<file path="config.mk">
export PLATFORM = sky130hd
export DESIGN_NAME = uart_cmd_deframer
export DESIGN_NICKNAME = d
export VERILOG_FILES = /design/src/rtl/uart_cmd_deframer.sv
export SDC_FILE = /design/constraint.sdc
export NUM_CORES = 1
export LEC_CHECK = 0
export BUFFER_PORTS_ARGS = -buffer_cell sky130_fd_sc_hd__buf_2
export CAP_MARGIN = 20
export CELL_PAD_IN_SITES_DETAIL_PLACEMENT = 1
export CELL_PAD_IN_SITES_GLOBAL_PLACEMENT = 1
export CORE_MARGIN = 1
export CORE_UTILIZATION = 30
export CTS_CLUSTER_DIAMETER = 30
export DETAILED_ROUTE_END_ITERATION = 16
export PLACE_DENSITY = 0.54
export SKIP_LAST_GASP = 1
export SLEW_MARGIN = 30
export SYNTH_ARGS = -nofsm -noshare
export SYNTH_HDL_FRONTEND = slang
export SYNTH_SLANG_ARGS = --single-unit
</file>
<file path="constraint.sdc">
create_clock -name clk -period 3.9 [get_ports clk]
set_clock_uncertainty 0.1 [all_clocks]
set_input_delay 0.39 -clock clk [delete_from_list [all_inputs] [get_ports clk]]
set_output_delay 0.39 -clock clk [all_outputs]
set_load 0.02 [all_outputs]
</file>
<file path="src/rtl/uart_cmd_deframer.sv">
//------------------------------------------------------------------------------
// Module      : uart_cmd_deframer
// Description : Assembles 5-byte command frames (SYNC, CMD, DATA_HI, DATA_LO,
//               CHK) from the UART receiver byte stream. Each frame is checked
//               by its checksum and by an inter-byte timeout. Validated
//               commands are presented as cmd/data with a level ready flag.
// Revision    : 1.0 - initial release
//------------------------------------------------------------------------------
`default_nettype none

module uart_cmd_deframer #(
    parameter logic [7:0]  SYNC_BYTE      = 8'hA5,
    parameter int unsigned TIMEOUT_CYCLES = 65104
) (
    input  logic        clk,
    input  logic        rst_n,
    input  logic [7:0]  rx_data,
    input  logic        rx_rdy,
    output logic        clr_rx_rdy,
    input  logic        clr_cmd_rdy,
    output logic [7:0]  cmd,
    output logic [15:0] data,
    output logic        cmd_rdy,
    output logic        cmd_err,
    output logic [1:0]  err_type
);

    // Counter value on which a byte-less cycle becomes a timeout
    localparam logic [16:0] c_tmo_last = 17'(TIMEOUT_CYCLES - 1);
    localparam logic [1:0]  c_err_chk  = 2'b01;
    localparam logic [1:0]  c_err_tmo  = 2'b10;
    localparam logic [1:0]  c_err_ovr  = 2'b11;
    localparam logic [7:0]  c_sum_ok   = 8'hFF;

    typedef enum logic [2:0] {
        ST_SYNC = 3'd0,
        ST_CMD  = 3'd1,
        ST_DHI  = 3'd2,
        ST_DLO  = 3'd3,
        ST_CHK  = 3'd4
    } state_t;

    state_t      r_state;
    state_t      w_state_nxt;
    logic [7:0]  r_cmd_h;
    logic [7:0]  r_dhi_h;
    logic [7:0]  r_dlo_h;
    logic [16:0] r_tmo_cnt;
    logic [7:0]  w_sum;
    logic        w_tmo_exp;
    logic        w_load;
    logic        w_err;
    logic [1:0]  w_err_type;

    // Every byte is consumed in the cycle it is presented
    assign clr_rx_rdy = rx_rdy;

    // 8-bit wrapping sum of the frame; a good frame sums to 0xFF
    assign w_sum = r_cmd_h + r_dhi_h + r_dlo_h + rx_data;

    // A byte arriving in the expiry cycle takes precedence over the timeout
    assign w_tmo_exp = (r_state != ST_SYNC) && !rx_rdy && (r_tmo_cnt == c_tmo_last);

    // State register
    always_ff @(posedge clk or negedge rst_n) begin
        if (!rst_n) begin
            r_state <= ST_SYNC;
        end else begin
            r_state <= w_state_nxt;
        end
    end

    // Next-state, frame commit and error decode
    always_comb begin
        w_state_nxt = r_state;
        w_load      = 1'b0;
        w_err       = 1'b0;
        w_err_type  = 2'b00;
        case (r_state)
            ST_SYNC: begin
                if (rx_rdy && (rx_data == SYNC_BYTE)) begin
                    w_state_nxt = ST_CMD;
                end
            end
            ST_CMD, ST_DHI, ST_DLO: begin
                if (rx_rdy) begin
                    w_state_nxt = state_t'(r_state + 3'd1);
                end else if (w_tmo_exp) begin
                    w_state_nxt = ST_SYNC;
                    w_err       = 1'b1;
                    w_err_type  = c_err_tmo;
                end
            end
            ST_CHK: begin
                if (rx_rdy) begin
                    w_state_nxt = ST_SYNC;
                    if (w_sum == c_sum_ok) begin
                        // A clear in the commit cycle frees the output first
                        if (!cmd_rdy || clr_cmd_rdy) begin
                            w_load = 1'b1;
                        end else begin
                            w_err      = 1'b1;
                            w_err_type = c_err_ovr;
                        end
                    end else begin
                        w_err      = 1'b1;
                        w_err_type = c_err_chk;
                    end
                end else if (w_tmo_exp) begin
                    w_state_nxt = ST_SYNC;
                    w_err       = 1'b1;
                    w_err_type  = c_err_tmo;
                end
            end
            default: begin
                w_state_nxt = ST_SYNC;
            end
        endcase
    end

    // Holding registers for the frame body
    always_ff @(posedge clk or negedge rst_n) begin
        if (!rst_n) begin
            r_cmd_h <= 8'h00;
            r_dhi_h <= 8'h00;
            r_dlo_h <= 8'h00;
        end else if (rx_rdy) begin
            case (r_state)
                ST_CMD:  r_cmd_h <= rx_data;
                ST_DHI:  r_dhi_h <= rx_data;
                ST_DLO:  r_dlo_h <= rx_data;
                default: ;
            endcase
        end
    end

    // Inter-byte timer: idle in SYNC, restarted by each byte and by expiry
    always_ff @(posedge clk or negedge rst_n) begin
        if (!rst_n) begin
            r_tmo_cnt <= 17'd0;
        end else if ((r_state == ST_SYNC) || rx_rdy || w_tmo_exp) begin
            r_tmo_cnt <= 17'd0;
        end else begin
            r_tmo_cnt <= r_tmo_cnt + 17'd1;
        end
    end

    // Output registers: command latch, ready flag and error reporting
    always_ff @(posedge clk or negedge rst_n) begin
        if (!rst_n) begin
            cmd      <= 8'h00;
            data     <= 16'h0000;
            cmd_rdy  <= 1'b0;
            cmd_err  <= 1'b0;
            err_type <= 2'b00;
        end else begin
            cmd_err <= w_err;
            if (w_err) begin
                err_type <= w_err_type;
            end
            if (w_load) begin
                cmd     <= r_cmd_h;
                data    <= {r_dhi_h, r_dlo_h};
                cmd_rdy <= 1'b1;
            end else if (clr_cmd_rdy) begin
                cmd_rdy <= 1'b0;
            end
        end
    end

endmodule

`default_nettype wire

</file>
Yosys cells after proc, flatten, opt, wreduce, memory -nomap -nowiden:

Index checks and enable logic that the tools add are counted.

* word-level logic and storage cells: 62
* output and inout port bits: 29
* register bits after elaboration: 72

* eq/ne operators: 8
* multiplexer cells: 24
* add/subtract/negate cells: 5
* reductions and logical operators: 15

Operators by type and width (number)
* adder 8 bit: 3
* adder 17 x 1 -> 17 bit, second input constant: 1
* equality test 17 x 16 -> 1 bit, second input constant: 1
* two-way mux 17 bit: 1
* equality test 8 bit, second input constant: 2
* two-way mux 3 bit: 4
* two-way mux 1 bit: 11
* two-way mux 2 bit: 5
* case mux 3 bit (3 select lines): 1
* equality test 3 x 2 -> 1 bit, second input constant: 2
* AND reduction 2 bit: 3
* case mux 2 bit (2 select lines): 1
* adder 3 x 1 -> 3 bit, second input constant: 1
* equality test 3 x 1 -> 1 bit, second input constant: 1
* equality test 3 bit, second input constant: 1
* logical AND 1 bit: 3
* logical NOT 3 bit: 1
* logical OR 1 bit: 3
* nonzero test 3 bit: 1
* OR reduction 3 bit: 1
* logical NOT 1 bit: 2
* inequality test 2 bit, second input constant: 1
* case mux 1 bit (2 select lines): 1
* nonzero test 2 bit: 1

Depth between registers and ports, before layout:

Gate-level depths: netlist (run 1).

* depth after elaboration: 8
* gate-level depth with buffers: 13
* mapped depth without buffers: 12

Worst setup path before layout (run 1):

No wires, ideal clock.

* path type: input port to flip-flop
* start point: input port rx_data[1]
* end point: register cmd[0]
* library setup time: 0.125 ns
* setup slack: 0.067 ns
* arrival: 3.609 ns
* buffers on the path: 1
* required time: 3.675 ns
* stages on the path: 13
* cells stage by stage: fa_1 -> inv_1 -> fa_1 -> inv_1 -> ha_1 -> inv_1 -> fa_1 -> nand3b_1 -> nor4_1 -> o211ai_2 -> nor3b_4 -> buf_6 -> mux2_2

* longest elaborated chain between the ends: 5

RTL lines
* start: declaration: line 17 `input logic [7:0] rx_data,`
* adder 8 bit: line 59 `assign w_sum = r_cmd_h + r_dhi_h + r_dlo_h + rx_data;`
* equality test 8 bit: line 97 `if (w_sum == c_sum_ok) begin`
* two-way mux 1 bit: line 97
* two-way mux 1 bit: line 95 `if (rx_rdy) begin`
* two-way mux 1 bit: line 79 `case (r_state)`
* end signal: assignment: line 162 `cmd <= r_cmd_h;`
* end: declaration: line 21 `output logic [7:0] cmd,`

Every way passes these cells.
A chain may end at the register's enable or synchronous reset.

Worst setup path after layout (run 1):

* start point: register r_cmd_h[1]
* end point: register data[7]

* longest elaborated chain between the ends: 7

RTL lines
* start: declaration: line 45 `logic [7:0] r_cmd_h;`
* start signal: assignment: line 129 `ST_CMD: r_cmd_h <= rx_data;`
* adder 8 bit (3 in a row): line 59
* equality test 8 bit: line 97
* two-way mux 1 bit: line 97
* two-way mux 1 bit: line 95
* two-way mux 1 bit: line 79
* end signal: assignment: line 163 `data <= {r_dhi_h, r_dlo_h};`
* end: declaration: line 22 `output logic [15:0] data,`

Every way passes these cells.

==> flow_summary.json, run 1 <==
{
  "ys_async_sr_fraction_pct": 100.0,
  "tritoncts": "done",
  "final_net_count": 381,
  "start_util_pct": 31.02,
  "routedWlPerCell_um": 16.08,
  "drive_gt1_share_pct": 35.73,
  "ys_types": 38,
  "max_freq_mhz": 269.7,
  "fin_crit_sh_pct": 95.06,
  "rr_startpoint": "r_cmd_h[1]$_DFFE_PN0P_",
  "violations": "DRC",
  "synth_edf_count": 0,
  "yosysTopAreaCell": "dfrtp_1",
  "critical_path_class": "reg -> reg",
  "syn_area_um2": 3572,
  "via_count": 2288,
  "grt_pass1_wl_mm": 12.88,
  "die_w_um": 111.1,
  "dr.first_iter.drc_count": 49,
  "ys.flop_type": "dfrtp_1",
  "fillerInstances": 1229,
  "diodes": 0,
  "syn_inst": 279,
  "core_area_um2": 11520,
  "wirelength_mm": 7.881,
  "grt_pass1_vias": 2480,
  "synth.avg_cell_area_um2": 12.80,
  "dp_hpwl_mm": 5.389,
  "slew_headroom_pct": 53.68,
  "antenna_found_initial": 0,
  "clk-insertion-delay-late_ns": 0.34,
  "status": "finished, violations left",
  "port_buffers": 40,
  "area_growth_pct": 26.72,
  "ir_drop_v": 0.0002234,
  "synth.most_common_cell": "dfrtp_1",
  "worst-path-max-fanout": 7,
  "grt_use_total_pct": 13.76,
  "gp_congestion": 0.7467,
  "num_io_pins": 41,
  "antenna_left": 0,
  "synth_area_leaders": "dfrtp_1 (50%), mux2_2 (14%), fa_1 (7.8%), ha_1 (4.6%), xor2_1 (2.7%)",
  "hold_violations": 0,
  "dieArea_um2": 12350,
  "yosysWarningCount": 0,
  "crit_arrival_ns": 3.83,
  "grt_overflow": 0,
  "fp-row-count": 39,
  "synth-seq-area-share_pct": 50.44,
  "finalNonFillerCells": 490,
  "start_kind": "register",
  "min_period_ns": 3.707,
  "hp-class": "in -> reg",
  "setup.worst_path.end_class": "register",
  "power_density_nw_per_um2": 748.2,
  "viasPerCell": 4.669,
  "clk_path_buf_depth": 2,
  "dpl.cell_count": 466,
  "cp-startpoint": "r_cmd_h[1]$_DFFE_PN0P_",
  "htreeDepth": 3,
  "synth-seq-cells": 72,
  "syn_nets": 318,
  "cts.sink_count": 72,
  "grt_start_max_net_pins": 45,
  "drc": 6,
  "p_leak_nw": 2.160,
  "synthTopCellsByCount": "dfrtp_1 (72), mux2_2 (45), nor2_1 (24)",
  "min-delay-start": "rx_data[5]",
  "dr.pass1.iters": 10,
  "cap_violations": 0,
  "max_slew.worst_pin.slew_ns": 0.6948,
  "cp.required_ns": 4.02,
  "rsz0062_at_grt": "yes",
  "fp.dieH_um": 111.1,
  "cts_made_buffers": 9,
  "holdWs_ns": 0.2729,
  "slew_violations": 0,
  "synth.top_cell.area_share_pct": 50.44,
  "clk_pin_slew_ns": 0.06,
  "setup_violations": 0,
  "clock-root-buffer": "clkbuf_16"
}
-- final timing paths --
kind	cells after the start	end	slack [ns]
worst min-delay path	2	r_dlo_h[5]$_DFFE_PN0P_	0.27
max in group asynchronous	3	r_tmo_cnt[13]$_DFF_PN0_	2.11
min in group asynchronous	2	data[1]$_DFFE_PN0P_	0.53
worst min register to register	1	err_type[0]$_DFFE_PN0P_	0.38
worst max-delay path	14	data[7]$_DFFE_PN0P_	0.19
worst max register to register	14	data[7]$_DFFE_PN0P_	0.19
-- worst max-delay path, cell delays in order, from the launching register on --
cell and delay (ns):
dfrtp_1 0.40, fa_1 0.50, inv_1 0.05, fa_1 0.47, inv_1 0.04, ha_2 0.18, inv_2 0.05, fa_2 0.42
nand3b_1 0.17, nor4_2 0.18, o211ai_2 0.17, nor3b_4 0.22, buf_6 0.17, buf_8 0.14, mux2_2 0.33
-- kinds of logic (layout without fill, tap and decap cells) --
group / after synthesis / after routing / share of synthesized area (%)
compound gates: 20 / 20 / 3.958
xor+xnor: 22 / 22 / 6.165
fa+ha+maj: 27 / 27 / 12.40
buf+inv: 25 / 93 / 3.222
flops: 72 / 72 / 50.44
mux: 45 / 45 / 14.19
simple gates: 68 / 68 / 9.633
-- sequential cells by signal, summed over array words and instances (netlist names) --
signal	flops
r_dlo_h	8
r_cmd_h	8
r_state	3
cmd	8
r_tmo_cnt	17
err_type	2
r_dhi_h	8
data	16
cmd_err	1
cmd_rdy	1
-- metrics by stage --
stage	TNS, ns	cell area, µm²	power, mW	util [%]	setup slack (ns)
after global placement	-1.694	3991	2.428	34.66	-0.07273
after global routing	-0.1703	4527	3.693	39.31	-0.03693
final	0	4527	3.387	39.31	0.1926
after floorplan	0	3572	2.085	-	0.06653
after CTS	0	4340	3.420	37.69	0.02063
after detailed placement	-2.674	3991	2.445	34.66	-0.1212
-- layer usage --
| layer | global-route usage, % | share of wire (%) |
|---|---|---|
| met1 | 17.21 | 45 |
| met2 | 22.18 | 50 |
| met3 | 3.280 | 3.0 |
| met4 | 7.027 | 2.2 |
| met5 | 0 | 0 |
-- cell type report --
class                   instances  area (µm²)  share of cell area, %
inverters                      20       75.07                  1.658
well taps                     143       178.9                  3.952
multi-input cells             182        1745                  38.56
repair buffers                 57       392.9                  8.679
flip-flops and latches         72        1802                  39.80
clock inverters                 4       76.32                  1.686
clock buffers                  12       256.5                  5.666
-- cell usage in the layout (no fill, tap or decap), types with 2 or more instances in the layout --
master	count
o21a_1	2
dfrtp_1	72
clkbuf_8	2
xor2_1	11
clkbuf_16	11
fa_1	13
buf_6	2
nand4_1	6
mux2_2	24
xnor2_1	9
ha_1	12
nand2_1	13
and4_1	2
and3_1	2
inv_1	19
nand3_1	7
buf_2	40
nor3_1	2
xnor3_1	2
mux2_4	21
nor2b_1	2
o21ai_0	6
bufinv_16	2
nor2_1	24
a21oi_1	3
buf_4	10
nor4_1	2
nand2b_1	2
-- repair_timing --
action                                  in CTS  in global routing
setup buffers                                0                  4
endpoints found under the hold margin        3                  0
hold buffers                                 1                  0
pin swaps                                    0                  4
endpoints found under the setup margin      24                 27
cloned                                       0                  3
resized for setup                            1                 27
-- power breakdown --
group / internal, mW / switching [mW]
Sequential: 0.895 / 0.144
Combinational: 0.739 / 0.696
Clock: 0.596 / 0.316
Total: 2.23 / 1.16
No activity file was read; power rests on OpenSTA's default activity.
==> run 2: changes to the inputs <==
PLACE_DENSITY = 0.52   (was 0.54)
clock period = 4.5 ns   (was 3.9 ns; I/O delays follow)
==> flow_summary.json, run 2 (synthesis results as in run 1) <==
{
  "status": "finished, violations left",
  "violations": "DRC",
  "dpl.cell_count": 459,
  "power_density_nw_per_um2": 667.8,
  "htreeDepth": 3,
  "top_regs": "r_tmo_cnt: 17 flops, data: 16 flops",
  "cts_made_buffers": 9,
  "mostFrequentLayoutCells": "dfrtp_1 (72), mux2_2 (45), buf_2 (39)",
  "cts.sink_count": 72,
  "post_dp_cell_area_um2": 3929,
  "finalNonFillerCells": 475,
  "fin_crit_sh_pct": 88.36,
  "grt_pass1_wl_mm": 12.66,
  "cts_hold_buf": 0,
  "viasPerCell": 4.646,
  "cp-startpoint": "r_cmd_h[1]$_DFFE_PN0P_",
  "dp_hpwl_mm": 5.345,
  "final_net_count": 366,
  "hold_violations": 0,
  "grt_overflow": 0,
  "p_leak_nw": 2.054,
  "worst_r2r_endpoint": "data[13]$_DFFE_PN0P_",
  "slew_violations": 0,
  "critical_path_class": "reg -> reg",
  "cpPeakStageDelay_ns": 0.51,
  "cp_num_buf_inv": 4,
  "fin_tns_setup_ns": 0,
  "fp-row-count": 39,
  "dr.pass1.iters": 10,
  "max_freq_mhz": 251.5,
  "clk_pin_slew_ns": 0.06,
  "clk-insertion-delay-late_ns": 0.34,
  "dieArea_um2": 12350,
  "grt_start_max_net_pins": 73,
  "multiInputGateArea_um2": 1655,
  "utilization_pct": 37.01,
  "cp.required_ns": 4.62,
  "die_w_um": 111.1,
  "fp.dieH_um": 111.1,
  "antenna_left": 0,
  "clock-root-buffer": "clkbuf_16",
  "post-place-ws_ns": 0.2835,
  "layout_commonest_cell": "dfrtp_1",
  "fin_ws_ns": 0.5237,
  "design_area_um2": 4262,
  "start_kind": "register",
  "rr_startpoint": "r_cmd_h[1]$_DFFE_PN0P_",
  "crit_arrival_ns": 4.10,
  "rsz0062_at_grt": "no",
  "routedWlPerCell_um": 15.61,
  "area_growth_pct": 19.30,
  "hp-class": "in -> async",
  "slowest_stage": "fa_1",
  "regArea_um2": 1802,
  "max_slew.worst_pin.slew_ns": 0.6930,
  "core_area_um2": 11520,
  "largest-register": "r_tmo_cnt",
  "cap_violations": 0,
  "dr.first_iter.drc_count": 54,
  "drc": 7,
  "start_util_pct": 31.02,
  "port_buffers": 40,
  "largest_reg_flops": 17,
  "via_count": 2207,
  "rr_worst_depth": 13,
  "cts_resized": 0,
  "min_period_ns": 3.976,
  "crit_family": "adder cells",
  "ff2ff_setup_slack_ns": 0.52,
  "setup_violations": 0,
  "post-cts-setup-buffers": 0,
  "diodes": 0,
  "setup.worst_path.end_class": "register",
  "gp_congestion": 0.7044,
  "wirelength_mm": 7.415,
  "grt_use_total_pct": 13.46,
  "slew_headroom_pct": 53.80,
  "drive_gt1_share_pct": 32.23,
  "ir_drop_v": 0.0001882,
  "worst-path-max-fanout": 14,
  "clk_path_buf_depth": 2,
  "grt_pass1_vias": 2475,
  "crit_chain": "fa_1 > inv_1 > fa_1 > inv_1 > ha_1 > inv_1 > fa_1 > nand3b_1 > nor4_1 > o211ai_2 > nor3b_4 > buf_4 > mux2_2",
  "fillerInstances": 1229,
  "antenna_found_initial": 0,
  "tritoncts": "done",
  "num_io_pins": 41
}
[run 2: cell count changes in the layout (fill, tap and decap cells not counted), moves of 2 or more]
cell       previous run  this run
buf_4                10         2
mux2_4               21         0
mux2_2               24        45
inv_6                 0         2
clkbuf_16            11         9
[run 2: power by group]
group	switching, mW	internal (mW)
Sequential	0.123	0.776
Clock	0.287	0.503
Combinational	0.556	0.601
Total	0.966	1.88
[run 2: final cells by class]
class / instances / share of cell area [%]
clock buffers: 10 / 5.608
repair buffers: 42 / 5.197
inverters: 20 / 1.762
flip-flops and latches: 72 / 42.28
well taps: 143 / 4.198
clock inverters: 6 / 2.114
multi-input cells: 182 / 38.84
[run 2: how the worst max path moves through the flow]
stage / endpoint / slack [ns] / cells past startpoint
after global routing: data[13]$_DFFE_PN0P_ / 0.25 / 13
after CTS: data[13]$_DFFE_PN0P_ / 0.48 / 13
final: data[13]$_DFFE_PN0P_ / 0.52 / 13
after global placement: cmd[5]$_DFFE_PN0P_ / 0.39 / 14
after detailed placement: cmd[6]$_DFFE_PN0P_ / 0.28 / 14
after floorplan: cmd[0]$_DFFE_PN0P_ / 0.61 / 13
[run 2: routing by layer]
| layer | global-route usage [%] | share of wire (%) | up-vias |
|---|---|---|---|
| met5 | 0 | 0 | - |
| met4 | 5.135 | 1.5 | 0 |
| met3 | 4.538 | 4.4 | 10 |
| met2 | 21.59 | 49 | 28 |
| met1 | 16.74 | 45 | 1119 |
| li1 | - | - | 1050 |
[run 2: per-stage QoR]
| step | power (mW) | hold WS, ns |
|---|---|---|
| 2_1_floorplan | 1.807 | 0.05441 |
| 3_3_place_gp | 2.086 | 0.3721 |
| 3_5_place_dp | 2.112 | 0.3869 |
| 4_1_cts | 2.929 | 0.2010 |
| 5_1_grt | 3.119 | 0.07790 |
| 6_report | 2.846 | 0.02574 |
